### src/rtl/rs232_tx_nbytes.sv
// Multi-byte RS-232 transmitter: serialises N_BYTES bytes (MSB byte first) as
// back-to-back start/data/stop frames, each bit held for BAUD_DIV clock cycles.
module rs232_tx_nbytes #(
    parameter int N_BYTES   = 8,
    parameter int N_BITS    = 8,
    parameter int MSB_FIRST = 1,
    parameter int BAUD_DIV  = 10416
) (
    input  logic                        clk,
    input  logic                        reset,
    input  logic                        tx_start,
    input  logic [N_BYTES*N_BITS-1:0]   data_in,
    output logic                        tx_ready,
    output logic                        tx_busy,
    output logic                        tx_done,
    output logic                        rs232_txd
);

    localparam int BAUD_W = $clog2(BAUD_DIV);
    localparam int BYTE_W = (N_BYTES > 1) ? $clog2(N_BYTES) : 1;
    localparam int BIT_W  = (N_BITS > 1) ? $clog2(N_BITS) : 1;

    typedef enum logic [1:0] {
        S_IDLE  = 2'd0,
        S_START = 2'd1,
        S_DATA  = 2'd2,
        S_STOP  = 2'd3
    } state_t;

    state_t                      state_q;
    logic [BAUD_W-1:0]           baud_q;
    logic [BIT_W-1:0]            bit_q;
    logic [BYTE_W-1:0]           byte_q;
    logic [N_BYTES*N_BITS-1:0]   hold_q;
    logic [N_BITS-1:0]           shift_q;
    logic                        txd_q;
    logic                        ready_q;
    logic                        busy_q;
    logic                        done_q;

    logic                        baud_end_s;
    logic [N_BITS-1:0]           cur_byte_s;

    // Bit that goes on the line next, depending on transmit bit order.
    function automatic logic lead_bit(input logic [N_BITS-1:0] b);
        return (MSB_FIRST != 0) ? b[N_BITS-1] : b[0];
    endfunction

    // Remaining bits after the lead bit has been sent.
    function automatic logic [N_BITS-1:0] shift_out(input logic [N_BITS-1:0] b);
        return (MSB_FIRST != 0) ? (b << 1) : (b >> 1);
    endfunction

    assign baud_end_s = (baud_q == BAUD_W'(BAUD_DIV - 1));
    assign cur_byte_s = hold_q[byte_q*N_BITS +: N_BITS];

    // Frame sequencer; every output is a register so the line never glitches.
    always_ff @(posedge clk) begin
        if (!reset) begin
            state_q <= S_IDLE;
            baud_q  <= '0;
            bit_q   <= '0;
            byte_q  <= '0;
            hold_q  <= '0;
            shift_q <= '0;
            txd_q   <= 1'b1;
            ready_q <= 1'b1;
            busy_q  <= 1'b0;
            done_q  <= 1'b0;
        end else begin
            done_q <= 1'b0;
            case (state_q)
                S_IDLE: begin
                    baud_q <= '0;
                    if (tx_start) begin
                        hold_q  <= data_in;
                        byte_q  <= BYTE_W'(N_BYTES - 1);
                        bit_q   <= '0;
                        txd_q   <= 1'b0;
                        ready_q <= 1'b0;
                        busy_q  <= 1'b1;
                        state_q <= S_START;
                    end else begin
                        txd_q <= 1'b1;
                    end
                end
                S_START: begin
                    if (baud_end_s) begin
                        baud_q  <= '0;
                        bit_q   <= '0;
                        txd_q   <= lead_bit(cur_byte_s);
                        shift_q <= shift_out(cur_byte_s);
                        state_q <= S_DATA;
                    end else begin
                        baud_q <= baud_q + BAUD_W'(1);
                    end
                end
                S_DATA: begin
                    if (baud_end_s) begin
                        baud_q <= '0;
                        if (bit_q == BIT_W'(N_BITS - 1)) begin
                            txd_q   <= 1'b1;
                            state_q <= S_STOP;
                        end else begin
                            txd_q   <= lead_bit(shift_q);
                            shift_q <= shift_out(shift_q);
                            bit_q   <= bit_q + BIT_W'(1);
                        end
                    end else begin
                        baud_q <= baud_q + BAUD_W'(1);
                    end
                end
                S_STOP: begin
                    if (baud_end_s) begin
                        baud_q <= '0;
                        // Next byte's start bit follows the stop bit with no idle gap.
                        if (byte_q != BYTE_W'(0)) begin
                            byte_q  <= byte_q - BYTE_W'(1);
                            txd_q   <= 1'b0;
                            state_q <= S_START;
                        end else begin
                            txd_q   <= 1'b1;
                            ready_q <= 1'b1;
                            busy_q  <= 1'b0;
                            done_q  <= 1'b1;
                            state_q <= S_IDLE;
                        end
                    end else begin
                        baud_q <= baud_q + BAUD_W'(1);
                    end
                end
                default: begin
                    state_q <= S_IDLE;
                    baud_q  <= '0;
                    txd_q   <= 1'b1;
                    ready_q <= 1'b1;
                    busy_q  <= 1'b0;
                end
            endcase
        end
    end

    assign rs232_txd = txd_q;
    assign tx_ready  = ready_q;
    assign tx_busy   = busy_q;
    assign tx_done   = done_q;

endmodule

### config.mk
export PLATFORM = sky130hd
export DESIGN_NAME = rs232_tx_nbytes
export DESIGN_NICKNAME = d
export VERILOG_FILES = /design/src/rtl/rs232_tx_nbytes.sv
export SDC_FILE = /design/constraint.sdc
export NUM_CORES = 1
export LEC_CHECK = 0
export ABC_CLOCK_PERIOD_IN_PS = 3600
export CAP_MARGIN = 20
export CORE_ASPECT_RATIO = 0.75
export CORE_MARGIN = 3
export CORE_UTILIZATION = 35
export DETAILED_ROUTE_END_ITERATION = 6
export PLACE_DENSITY = 0.55
export SLEW_MARGIN = 20
export SYNTH_ARGS = -nofsm -noshare
export SYNTH_HDL_FRONTEND = slang
export SYNTH_SLANG_ARGS = --single-unit
### constraint.sdc
create_clock -name clk -period 3.6 [get_ports clk]
set_input_delay 0.36 -clock clk [delete_from_list [all_inputs] [get_ports clk]]
set_output_delay 0.36 -clock clk [all_outputs]
set_load 0.02 [all_outputs]
# Word-level counts from Yosys, hierarchy flattened
# Index checks and enable logic that the tools add are counted.
[totals]
register_bits = 98
input_bits = 67
[op_classes]
n_addsub = 3
eq_ne = 13
n_shift = 1
n_mux = 37
n_reduce_logical = 14
[op_table]
columns = ["cell", "n"]
rows = [
  ["indexed part select 64 x 7 -> 8 bit", 1],
  ["one-hot mux 14 bit (2 select lines)", 1],
  ["two-way mux 8 bit", 3],
  ["two-way mux 3 bit", 7],
  ["inequality test 2 bit, second input constant", 8],
  ["one-hot mux 8 bit (2 select lines)", 1],
  ["adder 14 x 1 -> 14 bit, second input constant", 1],
  ["equality test 14 bit, second input constant", 1],
  ["two-way mux 14 bit", 1],
  ["two-way mux 1 bit", 13],
  ["AND reduction 4 bit", 3],
  ["two-way mux 2 bit", 5],
  ["AND reduction 5 bit", 2],
  ["one-hot mux 3 bit (3 select lines)", 1],
  ["one-hot mux 2 bit (4 select lines)", 1],
  ["one-hot mux 3 bit (2 select lines)", 1],
  ["AND reduction 3 bit", 2],
  ["nonzero test 3 bit", 2],
  ["equality test 2 bit, second input constant", 2],
  ["one-hot mux 1 bit (2 select lines)", 2],
  ["one-hot mux 1 bit (4 select lines)", 1],
  ["nonzero test 2 bit", 2],
  ["adder 3 x 1 -> 3 bit, second input constant", 1],
  ["equality test 3 bit, second input constant", 1],
  ["5 further kinds", 5],
]

# Longest topological paths before layout
[depth]
depth_word = 4
depth_mapped = 8
depth_no_buf = 6

# Worst setup path before layout
# OpenSTA, ideal clock, no wires.
[synth_path]
path_type = "flip-flop to flip-flop"
startpoint = "register baud_q[0]"
endpoint = "register shift_q[1]"
t_arrival_ps = 1988
path_slack_ps = 1528
path_stages_with_launch = 8
path_cell_list = "dfxtp_1 ha_1 nand4_1 or4_1 buf_2 or3_1 buf_2 o31ai_2"
[synth_via]
elab_chain_len = 3
[synth_lines]
columns = ["element", "line_no", "text"]
rows = [
  ["from (decl)", "31", "logic [BAUD_W-1:0] baud_q;"],
  ["from (signal assigned)", "95", "baud_q <= baud_q + BAUD_W'(1);"],
  ["from (signal assigned)", "110", "baud_q <= baud_q + BAUD_W'(1);"],
  ["from (signal assigned)", "129", "baud_q <= baud_q + BAUD_W'(1);"],
  ["equality test 14 bit (*)", "54", "assign baud_end_s = (baud_q == BAUD_W'(BAUD_DIV - 1));"],
  ["inequality test 2 bit (no line)", "--", ""],
  ["AND reduction 4 bit (no line) (*)", "--", ""],
  ["to (signal assigned)", "92", "shift_q <= shift_out(cur_byte_s);"],
  ["to (signal assigned)", "106", "shift_q <= shift_out(shift_q);"],
  ["to (decl)", "35", "logic [N_BITS-1:0] shift_q;"],
]
# Every way passes the cells marked *; elsewhere a longest branch is shown, timed or not.
# A chain may end at the register's enable or synchronous reset.

# Worst setup path after layout
# Same ends and word-level chain as after synthesis.

==> results.py <==
metrics = {
    "synthesis": {
        "syn_area_per_cell_um2": 8.43,
        "synth.distinct_cells": 38,
        "ys_ff_latch": 97,
        "async_flop_share_pct": 0,
        "syn_inst": 506,
        "synth_area_um2": 4260,
        "synth_most_common_cell": "nand2_1",
        "synth_nets": 583,
        "synth_top_cell_area_share_pct": 45.5,
        "ys.flop_type": "dfxtp_1",
        "synth_edf_count": 0,
        "synth.largest_area_cell": "dfxtp_1",
        "synth-seq-area-share_pct": 45.5,
        "yosysWarnings": 0,
        "synth_area_leaders": "dfxtp_1, nand2_1, a21oi_1, mux4_2, ha_1",
        "ys_top_cells_by_count": "nand2_1, dfxtp_1, a21oi_1",
    },
    "clock_network": {
        "clk_path_buf_depth": 2,
        "cts_tree": "built",
        "root_buffer": "clkbuf_16",
        "clk_latency_ns": 0.34,
        "cts-buffers-inserted": 9,
        "cts_setup_buffers": 0,
        "cts_resized": 0,
        "clkTransAtPathRegs_ns": 0.07,
        "holdBufCountCts": 0,
        "h-tree-depth": 3,
        "cts_sinks": 97,
    },
    "routing": {
        "drt_iter0_drc": 272,
        "post_drt_wl_per_cell_um": 15.1,
        "vias_per_cell": 5.02,
        "ant_nets": 0,
        "first_pass_iters": 5,
        "wl_mm": 10.9,
        "num_vias": 3626,
        "drc": 0,
    },
    "worst_setup_path": {
        "cp_max_fo": 15,
        "max_stage_delay_ns": 0.76,
        "critPathKind": "flop to flop",
        "cp.arrival_ns": 2.72,
        "critPathLaunchType": "flop",
        "cp_slowest_cell": "or4_1",
        "crit_required_ns": 3.86,
        "cp-end-kind": "flop",
        "crit_chain": "ha_1 -> nand4_1 -> or4_1 -> or3_1 -> o31ai_2",
    },
    "floorplanning": {
        "fp.dieW_um": 133,
        "die_h_um": 102,
        "pin_count": 71,
        "core_area_um2": 11700,
        "initial_core_util_pct": 36.3,
        "die_area_um2": 13600,
        "num_rows": 34,
    },
    "timing": {
        "final.setup_skew_ns": 0.00638,
        "report.final.setup_viol": 0,
        "finalCriticalPeriod_ns": 2.45,
        "grt_setup_unrepaired": "no",
        "relSlewSlack_pct": 35.9,
        "fmax_mhz": 408,
        "slew_viol_final": 0,
        "finalHoldViolCount": 0,
        "fin_crit_sh_pct": 68.1,
        "fin_tns_setup_ns": 0,
        "tightest_slew_ns": 0.952,
    },
    "grt": {
        "overflow": 0,
        "track_usage_pct": 16.6,
        "grt_pass1_vias": 3382,
        "antenna_found_initial": 0,
        "grt_pass1_wl_mm": 17.7,
        "grt_max_degree": 49,
    },
    "place": {
        "place_hpwl_mm": 7.89,
        "gp_congestion": 0.828,
        "port_buffers": 70,
        "dpl_cell_area_um2": 5070,
    },
    "finish": {
        "nNetsFinal": 633,
        "diodes": 0,
        "area_growth_pct": 27.3,
        "design_area_um2": 5430,
        "fillers": 1152,
        "drive_gt1_share_pct": 7.31,
    },
    "pwr": {
        "p_per_area_nw_per_um2": 664,
        "p_total_mw": 3.60,
        "cellLeakagePower_nw": 1.93,
        "ir_worst_vdd_mv": 0.246,
    },
    "status": {
        "status": "finished, final reports clean",
    },
    "flow_run": {
        "maxCapViolCount": 0,
    },
    "worst_hold_path": {
        "hp-class": "flop to flop",
    },
}
==> critical path: cells and delay by family (launching register included) <==
kind                     cells  cell delay (ns)
AND/OR/NAND/NOR              3             1.48
flip-flops                   1             0.37
adder cells (fa/ha/maj)      1             0.28
AO/OA/AOI/OAI                1             0.24
==> per-stage QoR <==
| step | hold slack (ns) | std cells | utilization [%] | setup WS [ns] |
|---|---|---|---|---|
| 3_3_place_gp | 0.440 | 707 | 43.2 | 1.05 |
| 2_1_floorplan | 0.430 | 506 | - | 1.53 |
| 4_1_cts | 0.455 | 723 | 46.2 | 1.12 |
| 6_report | 0.453 | 723 | 46.2 | 1.15 |
| 3_5_place_dp | 0.447 | 707 | 43.2 | 0.979 |
| 5_1_grt | 0.469 | 723 | 46.2 | 0.984 |
==> flip-flops by register name, summed over array words and instances, names as in the netlist <==
signal / flops
tx_ready: 1
bit_q: 3
hold_q: 64
baud_q: 14
byte_q: 3
tx_busy: 1
tx_done: 1
state_q: 2
shift_q: 7
rs232_txd: 1
==> layout make-up <==
| class | count | area (um2) | area share (%) |
|---|---|---|---|
| tap | 162 | 203 | 3.74 |
| multi-input combinational | 364 | 2150 | 39.6 |
| clock buffer | 12 | 256 | 4.73 |
| inverter | 8 | 30.0 | 0.553 |
| sequential | 97 | 1940 | 35.8 |
| clock inverter | 4 | 98.8 | 1.82 |
| timing repair buffer | 76 | 746 | 13.7 |
==> routing by layer <==
| layer | GRT usage (%) | part of all wire, % | vias to the layer above | wire (um) |
|---|---|---|---|---|
| li1 | - | - | 1835 | - |
| met1 | 24.0 | 50 | 1699 | 5480 |
| met2 | 24.4 | 44 | 81 | 4760 |
| met3 | 4.47 | 4.9 | 11 | 539 |
| met4 | 4.98 | 1.1 | 0 | 119 |
| met5 | 0 | 0 | - | 0 |
==> worst paths after layout <==
path              start          to  slack (ns)  cells past startpoint
max           baud_q[0]  shift_q[1]        1.15                      5
min          hold_q[19]  hold_q[19]        0.45                      2
max reg2reg   baud_q[0]  shift_q[1]        1.15                      5
min reg2reg  hold_q[19]  hold_q[19]        0.45                      2
==> kinds of logic (layout without fill, tap and decap cells) <==
logic type                 after synthesis  in the layout  synth area share (%)
and+or+nand+nor                        209            209                  20.6
AOI/OAI and AO/OA                      111            111                  14.8
DFF                                     97             97                  45.5
buffers and inverters                   45            100                  4.11
muxes                                   22             22                  9.57
xor gates and xnor gates                12             12                  2.47
adders and majority gates               10             10                  2.93
==> cells in the final DEF (no fill, tap or decap), types with 2 or more instances in the layout <==
master | netlist | routed
clkbuf_8 | 0 | 2
nor2_1 | 24 | 24
o21ai_0 | 20 | 20
xor2_1 | 3 | 3
buf_4 | 0 | 6
nand3b_1 | 3 | 3
o211ai_1 | 7 | 7
nor4_1 | 2 | 2
clkdlybuf4s50_1 | 0 | 70
inv_1 | 7 | 7
o22a_1 | 6 | 6
nand3_1 | 10 | 10
o221ai_1 | 2 | 2
nand4_1 | 6 | 6
mux2i_1 | 7 | 7
xnor2_1 | 9 | 9
or3_1 | 4 | 4
dfxtp_1 | 97 | 97
clkbuf_16 | 0 | 9
nand2_1 | 143 | 142
ha_1 | 10 | 10
bufinv_16 | 0 | 3
a21oi_1 | 68 | 68
mux4_2 | 15 | 15
nor3_1 | 7 | 7
nand2b_1 | 5 | 5
==> power by group <==
part,switching [mW],internal [mW]
Combinational,0.628,0.470
Sequential,0.144,1.25
Clock,0.399,0.718
Total,1.17,2.43
(Power assumes the default switching activity.)
